## config.mk

```make
export PLATFORM = sky130hd
export DESIGN_NAME = sram_like_arbiter
export DESIGN_NICKNAME = d
export VERILOG_FILES = /design/src/rtl/sram_like_arbiter.sv
export SDC_FILE = /design/constraint.sdc
export NUM_CORES = 1
export LEC_CHECK = 0
export ABC_AREA = 1
export CAP_MARGIN = 20
export CORE_AREA = 2 2 107 109
export DETAILED_ROUTE_END_ITERATION = 10
export DIE_AREA = 0 0 109 111
export PLACE_DENSITY_LB_ADDON = 0.08
export SYNTH_ARGS = -nofsm -noshare
export SYNTH_HDL_FRONTEND = slang
export SYNTH_SLANG_ARGS = --single-unit
```

## constraint.sdc

```tcl
create_clock -name clk -period 1.7 [get_ports clk]
set_clock_uncertainty 0.05 [all_clocks]
set_input_delay 0.34 -clock clk [delete_from_list [all_inputs] [get_ports clk]]
set_output_delay 0.34 -clock clk [all_outputs]
set_load 0.02 [all_outputs]
```

## src/rtl/sram_like_arbiter.sv

```systemverilog
// N-channel sram-like arbiter: merges master ports onto one slave port and routes
// in-order responses back through an ID FIFO of accepted requests.
module sram_like_arbiter #(
  parameter int NUM_CH          = 2,
  parameter int ADDR_W          = 32,
  parameter int DATA_W          = 32,
  parameter int MAX_OUTSTANDING = 4,
  parameter int RR_MODE         = 0
) (
  input  logic                               clk,
  input  logic                               reset,
  input  logic [NUM_CH-1:0]                  m_req,
  input  logic [NUM_CH-1:0]                  m_wr,
  input  logic [2*NUM_CH-1:0]                m_size,
  input  logic [ADDR_W*NUM_CH-1:0]           m_addr,
  input  logic [DATA_W*NUM_CH-1:0]           m_wdata,
  output logic [NUM_CH-1:0]                  m_addr_ok,
  output logic [NUM_CH-1:0]                  m_data_ok,
  output logic [DATA_W-1:0]                  m_rdata,
  output logic                               s_req,
  output logic                               s_wr,
  output logic [1:0]                         s_size,
  output logic [ADDR_W-1:0]                  s_addr,
  output logic [DATA_W-1:0]                  s_wdata,
  input  logic                               s_addr_ok,
  input  logic                               s_data_ok,
  input  logic [DATA_W-1:0]                  s_rdata,
  output logic [$clog2(MAX_OUTSTANDING):0]   outstanding,
  output logic                               proto_err
);

  localparam int CH_W  = $clog2(NUM_CH);
  localparam int PTR_W = $clog2(MAX_OUTSTANDING);
  localparam int CNT_W = PTR_W + 1;

  logic [CH_W-1:0]  r_fifo [MAX_OUTSTANDING];
  logic [PTR_W-1:0] r_wptr;
  logic [PTR_W-1:0] r_rptr;
  logic [CNT_W-1:0] r_count;
  logic             r_lock;
  logic [CH_W-1:0]  r_lock_ch;
  logic [CH_W-1:0]  r_rr_ptr;
  logic             r_proto_err;

  logic [CH_W-1:0]  w_grant;
  logic [CH_W-1:0]  w_lowest;
  logic [CH_W-1:0]  w_rr_hi;
  logic             w_rr_hi_found;
  logic             w_lock_hold;
  logic             w_lock_drop;
  logic             w_full;
  logic             w_empty;
  logic             w_s_req;
  logic             w_push;
  logic             w_pop;
  logic [CH_W-1:0]  w_head;
  logic [CH_W-1:0]  w_rr_next;

  assign w_full      = (r_count == CNT_W'(MAX_OUTSTANDING));
  assign w_empty     = (r_count == '0);
  assign w_lock_hold = r_lock & m_req[r_lock_ch];
  assign w_lock_drop = r_lock & ~m_req[r_lock_ch];
  // Full is judged on the registered count so a same-cycle pop cannot reopen the port.
  assign w_s_req     = (|m_req) & ~w_full;
  assign w_push      = w_s_req & s_addr_ok;
  assign w_pop       = s_data_ok & ~w_empty;
  assign w_head      = r_fifo[r_rptr];
  assign w_rr_next   = (w_grant == CH_W'(NUM_CH - 1)) ? '0 : w_grant + 1'b1;

  always_comb begin
    w_lowest      = '0;
    w_rr_hi       = '0;
    w_rr_hi_found = 1'b0;
    for (int i = NUM_CH - 1; i >= 0; i--) begin
      if (m_req[i]) begin
        w_lowest = CH_W'(i);
        if (i >= int'(r_rr_ptr)) begin
          w_rr_hi       = CH_W'(i);
          w_rr_hi_found = 1'b1;
        end
      end
    end
  end

  // A held lock overrides priority; a withdrawn lock falls through to fresh arbitration.
  always_comb begin
    w_grant = w_lowest;
    if (w_lock_hold) begin
      w_grant = r_lock_ch;
    end else if (RR_MODE != 0 && w_rr_hi_found) begin
      w_grant = w_rr_hi;
    end
  end

  always_comb begin
    s_req     = w_s_req;
    s_wr      = w_s_req & m_wr[w_grant];
    s_size    = w_s_req ? m_size[int'(w_grant)*2 +: 2] : 2'b00;
    s_addr    = w_s_req ? m_addr[int'(w_grant)*ADDR_W +: ADDR_W] : '0;
    s_wdata   = w_s_req ? m_wdata[int'(w_grant)*DATA_W +: DATA_W] : '0;
    m_addr_ok = '0;
    m_data_ok = '0;
    m_rdata   = w_pop ? s_rdata : '0;
    if (w_push) m_addr_ok[w_grant] = 1'b1;
    if (w_pop)  m_data_ok[w_head]  = 1'b1;
  end

  always_ff @(posedge clk or posedge reset) begin
    if (reset) begin
      for (int i = 0; i < MAX_OUTSTANDING; i++) r_fifo[i] <= '0;
      r_wptr      <= '0;
      r_rptr      <= '0;
      r_count     <= '0;
      r_lock      <= 1'b0;
      r_lock_ch   <= '0;
      r_rr_ptr    <= '0;
      r_proto_err <= 1'b0;
    end else begin
      if (w_push) begin
        r_fifo[r_wptr] <= w_grant;
        r_wptr         <= r_wptr + 1'b1;
      end
      if (w_pop) r_rptr <= r_rptr + 1'b1;
      case ({w_push, w_pop})
        2'b10:   r_count <= r_count + 1'b1;
        2'b01:   r_count <= r_count - 1'b1;
        default: r_count <= r_count;
      endcase
      r_lock    <= w_s_req & ~s_addr_ok;
      r_lock_ch <= w_grant;
      if (RR_MODE != 0 && w_push) r_rr_ptr <= w_rr_next;
      if (w_lock_drop || (s_data_ok && w_empty)) r_proto_err <= 1'b1;
    end
  end

  assign outstanding = r_count;
  assign proto_err   = r_proto_err;

endmodule

```

=== Word level (Yosys, flattened, before mapping) ===
Cells that the tools add are included.

* Add/subtract/negate cells: 4
* $lt $le $gt $ge: 8
* Eq/ne operators: 3
* Shifts and indexed selects: 3
* Mux-type cells: 24
* Bitwise operators: 13
* Reductions and logical operators: 8

{| class="wikitable"
|+ Operators with widths
! kind !! number
|-
| 64-bit by 7-bit indexed part select with 32-bit output || 2
|-
| 32-bit 2-to-1 mux || 3
|-
| 1-bit 2-to-1 mux || 12
|-
| 1-bit bitwise AND || 7
|-
| 3-bit greater-or-equal comparator, second input constant || 2
|-
| 1-bit by 2-bit less-than comparator with 1-bit output, second input constant || 3
|-
| 2-bit 2-to-1 mux || 3
|-
| 2-bit inverter with 3-bit output || 2
|-
| 3-bit case mux with 2 select lines || 1
|-
| 2-bit by 1-bit adder with 2-bit output, second input constant || 2
|-
| 4-bit bitwise mux || 1
|-
| 1-bit logical AND || 4
|-
| 1-bit inverter || 4
|-
| 4-bit by 3-bit indexed part select with 2-bit output || 1
|-
| 3-bit by 1-bit adder with 3-bit output, second input constant || 1
|-
| 3-bit == test, second input constant || 1
|-
| 3-bit zero test || 1
|-
| 3-bit by 1-bit less-than comparator with 1-bit output, second input constant || 1
|-
| 3-bit by 1-bit subtractor with 3-bit output, second input constant || 1
|-
| 1-bit binary-select mux with 2-bit select || 1
|-
| 1-bit demux with 1-bit select || 2
|-
| 1-bit demux with 2-bit select || 1
|-
| 2-bit by 1-bit == test with 1-bit output, second input constant || 1
|-
| 2-bit == test, second input constant || 1
|-
| other kinds (4) || 5
|}

* Register bits after elaboration: 14
* Input port bits: 172
* Output and inout port bits: 108
* Logic and storage cells: 73

=== Logic depth before layout (Yosys ltp) ===
* Depth in word-level cells: 9
* Depth in mapped cells: 11
* Mapped depth without buffers: 11

=== Least setup slack after synthesis ===
OpenSTA, ideal clock, no wires.

* Path kind: register -> register
* From: register r_count[0], in the netlist outstanding[0]
* To: register r_count[1], in the netlist outstanding[1]
* Setup time: 83 ps
* Data arrival time: 1904 ps
* Data required time: 1567 ps
* Path slack: -337 ps
* Cell stages (with the launch flop): 8
* Path buffers: 0
* Clock period less this slack: 2037 ps
* Path through: dfrtp_1 > nor2_2 > a21oi_4 > nand2_1 > ha_1 > inv_1 > fa_1 > o21ai_0

* Cells in the longest elaborated chain, start to end: 6
* Elaborated cells between the ends (all ways): 13
* Those cells by class: add/sub: 2; eq/ne: 3; mux: 1; bitwise: 5; reduce/logical: 2

{| class="wikitable"
|+ Ends and longest elaborated chain
! what !! line !! source
|-
| start, declared || 39 || <nowiki>logic [CNT_W-1:0] r_count;</nowiki>
|-
| start signal, assigned || 125 || <nowiki>2'b10: r_count <= r_count + 1'b1;</nowiki>
|-
| start signal, assigned || 126 || <nowiki>2'b01: r_count <= r_count - 1'b1;</nowiki>
|-
| start signal, assigned || 127 || <nowiki>default: r_count <= r_count;</nowiki>
|-
| 3-bit == test (*) || 59 || <nowiki>assign w_full = (r_count == CNT_W'(MAX_OUTSTANDING));</nowiki>
|-
| 1-bit inverter (*) || 64 || <nowiki>assign w_s_req = (|m_req) & ~w_full;</nowiki>
|-
| 1-bit bitwise AND (*) || 64 ||
|-
| net s_req || 20 || <nowiki>output logic s_req,</nowiki>
|-
| 1-bit bitwise AND (*) || 65 || <nowiki>assign w_push = w_s_req & s_addr_ok;</nowiki>
|-
| 2-bit by 1-bit == test with 1-bit output or 2-bit == test (tied branches) || 124 || <nowiki>case ({w_push, w_pop})</nowiki>
|-
| 3-bit case mux with 2 select lines or 2-bit nonzero test (tied branches) || n/a ||
|}

The timed path passes the listed nets; every way through them passes the cells marked *.
A chain may end at the register's enable or synchronous reset.

=== Worst setup path in the final report ===
* From: register r_lock_ch
* To: output s_wdata[2]

* Cells in the longest elaborated chain, start to end: 6

{| class="wikitable"
|+ Ends and longest elaborated chain
! what !! line !! source
|-
| start, declared || 41 || <nowiki>logic [CH_W-1:0] r_lock_ch;</nowiki>
|-
| start signal, assigned || 130 || <nowiki>r_lock_ch <= w_grant;</nowiki>
|-
| 1-bit 2-to-1 mux (implied by the code) (2 in series) || 61 || <nowiki>assign w_lock_hold = r_lock & m_req[r_lock_ch];</nowiki>
|-
| 1-bit bitwise AND || 61 ||
|-
| 1-bit 2-to-1 mux (*) || 88 || <nowiki>if (w_lock_hold) begin</nowiki>
|-
| 64-bit by 7-bit indexed part select with 32-bit output (*) || 100 || <nowiki>s_wdata = w_s_req ? m_wdata[int'(w_grant)*DATA_W +: DATA_W] : '0;</nowiki>
|-
| 32-bit 2-to-1 mux (*) || 100 ||
|-
| end, declared || 24 || <nowiki>output logic [DATA_W-1:0] s_wdata,</nowiki>
|}

Mark *: on every way between the ends. The rest lies on a longest branch, timed or not. The select of a mux whose other input is x is not followed.

==> flow_summary.yaml <==
run_status:
  status: "finished with violations"
  violations: "setup timing"
synth:
  synth_edf_count: 0
  synth_compound_area_frac: 0.2224
  ys_async_sr_fraction: 1.000
  syn_nets: 563
  syn_avg_cell_area_um2: 5.392
  synth_area_um2: 2076
  synthMuxAreaShare: 0
  ys.flop_type: "dfrtp_1"
  synthAdderAreaFrac: 0.03978
  synthTopCellsByArea: "nand2_1 29%, dfrtp_1 17%, a21oi_1 12%"
  yosys.area_share.simple: 0.4045
  yosysSeqAreaShare: 0.1688
  ys_top_cells_by_count: "159 x nand2_1, 48 x a21oi_1, 45 x inv_1"
  synth_xor_xnor_area_share: 0.01266
  post-synth-top-count-cell: "nand2_1"
  synth_top_family_by_area: "simple AND/OR/NAND/NOR gates"
  yosysTopAreaCellShare: 0.2875
  syn_inst: 385
  synth_warnings: 0
  synth_area_leader_cell: "nand2_1"
  ys_ff_latch: 14
  ys_types: 22
sta:
  setup_ws_ns: -0.2739
  setup_viol: 104
  tightest_slew_ns: 0.2578
  rsz0062_at_grt: "yes"
  fin_crit_sh: 1.161
  final-hold-violation-count: 0
  max-slew-margin-rel: 0.8276
  fin_hold_ws_ns: 0.3451
  fmax_ghz: 0.5066
  fin_crit_ns: 1.974
  drv_slew: 0
detailed_routing:
  routed_wl_um: 14440
  vias_per_cell: 4.467
  num_vias: 3810
  drc_errors: 0
  antenna_left: 0
  firstDrtPassIters: 4
  drtIter0Drc: 112
  post_drt_wl_per_cell_um: 16.93
setup_path:
  critPathKind: "reg -> out"
  worstPathCellList: "nand3_2 > nand2_8 > inv_8 > buf_12 > buf_16 > nand2_1 > a21oi_4 > buf_6"
  start_kind: "flip-flop"
  crit_fanout: 10
  cp_slowest_stage_delay_ns: 0.38
  crit_path_end_kind: "output pin"
  crit_slowest_cell: "dfrtp_1"
  crit_arrival_ns: 1.58
  crit_required_ns: 1.31
pwr:
  pwr-share-clk: 0.073
  switching_power_mw: 3.178
  ir_drop_uv: 977.3
  power_frac_comb: 0.841
  swShare: 0.4588
  seqPwrFrac: 0.087
  internal_power_mw: 3.749
  power_density_nw_per_um2: 948.2
  finalPower_mw: 6.926
  p_leak_nw: 3.261
die:
  dieWidth_um: 109
  initial_core_util: 0.1874
  top_level_ports: 280
  die_h_um: 111
  die_area_um2: 12100
  rows: 39
  core-area_um2: 11080
clock_tree:
  numCtsBuffers: 3
  path_clk_slew_ns: 0.05
  htreeDepth: 1
  clock_latency_ns: 0.25
  cts_sinks: 14
  cts.path.max_buffers: 2
  cts-root-buf: "clkbuf_16"
  cts_tree: "built"
final_layout:
  finalCoreUtilization: 0.6594
  fillers: 927
  layout-drive-gt1-share: 0.5268
  antenna_cells: 0
  multiInputGateArea_um2: 2512
  regArea_um2: 354.1
  syn_to_final_growth_pct: 251.9
  final_nets: 889
placed_design:
  dp_hpwl_um: 9007
  port-buffer-count: 279
  place.gp.congestion: 0.8981
global_route:
  gr-total-overflow: 0
  antenna_found_initial: 0
  first_global_vias: 3827
  grt_usage: 0.2185
  grt_max_degree: 17
  grt_pass1_wl_um: 20600
flow_run:
  drv_cap: 0
worst_hold_path:
  hold_path.class: "in -> async"
## metrics by stage
step | std cells | setup WS (ns) | setup TNS [ns] | area, µm²
CTS | 845 | -0.2762 | -22.74 | 6446
global placement | 808 | -1.066 | -85.66 | 5453
detailed placement | 808 | -1.035 | -85.23 | 5453
global route | 853 | -0.3507 | -27.84 | 7305
floorplan | 385 | -0.1569 | -7.979 | 2346
finish | 853 | -0.2739 | -21.64 | 7305
## final timing paths
kind | from | to | slack (ns) | cells past startpoint
max in group asynchronous | reset | outstanding[2] | 1.07 | 3
setup reg to reg | outstanding[1] | outstanding[2] | -0.22 | 11
hold reg to reg | proto_err | proto_err | 0.42 | 1
min in group clk | proto_err | proto_err | 0.42 | 1
hold / removal | reset | r_wptr[1] | 0.35 | 3
setup / recovery | r_lock_ch | s_wdata[2] | -0.27 | 8
## power by group through the flow
stage	sequential, mW	combinational, mW	clock (mW)
after floorplan	0.634	2.20	0
after global placement	0.594	4.26	0
after detailed placement	0.598	4.29	0
after CTS	0.598	4.97	0.513
after global routing	0.617	6.18	0.523
final	0.602	5.82	0.502
## cells in the final DEF (no fill, tap or decap), drive strengths merged
master         count
clkbuf             9
dfrtp             14
ha                 5
nand4              8
dlygate4sd2        4
o211ai             2
fa                 1
inv               47
clkdlybuf4s50    169
nand3b             1
o21ai              3
clkdlybuf4s15      2
nand2            159
nor2              42
xor2               2
buf              167
xnor2              1
nand3              5
a21oi             69
## worst max-delay path: cells and delay by family, from the launching register on
family	cells	cell delay, ns
simple gates	3	0.30
compound gates	1	0.15
flops	1	0.38
buf+inv	4	0.50
## sequential cells by signal (all words and copies together) (netlist names)
signal and cells:
r_lock_ch 1, proto_err 1, r_fifo 4, outstanding 3
r_rptr 2, r_lock 1, r_wptr 2
## metal layers
metal / GRT usage / share of wire / vias up
met3: 0.03586 / 0.063 / 17
met5: 0 / 0 / -
met2: 0.4124 / 0.56 / 133
met4: 0.05299 / 0.014 / 0
met1: 0.2489 / 0.37 / 1811
li1: - / - / 1849
## cell type report
cell class / instances / share of cell area
repair buffers: 347 / 0.5440
multi-input cells: 298 / 0.3440
flip-flops and latches: 14 / 0.04848
inverters: 47 / 0.02689
well taps: 143 / 0.02449
clock buffers: 4 / 0.01216
## cells by family after synthesis
kind of cell | after synthesis
compound gates | 74
xor+xnor | 3
fa+ha+maj | 6
buf+inv | 73
flops | 14
simple gates | 215
## timing repair
action / CTS / global route
buffers inserted: 17 / 7
pin swaps: 50 / 36
resized for setup: 681 / 207
hold buffers: 0 / 0
setup endpoints to repair: 110 / 106
gates cloned: 17 / 5
Note: power is estimated with default switching activity, not from simulation.
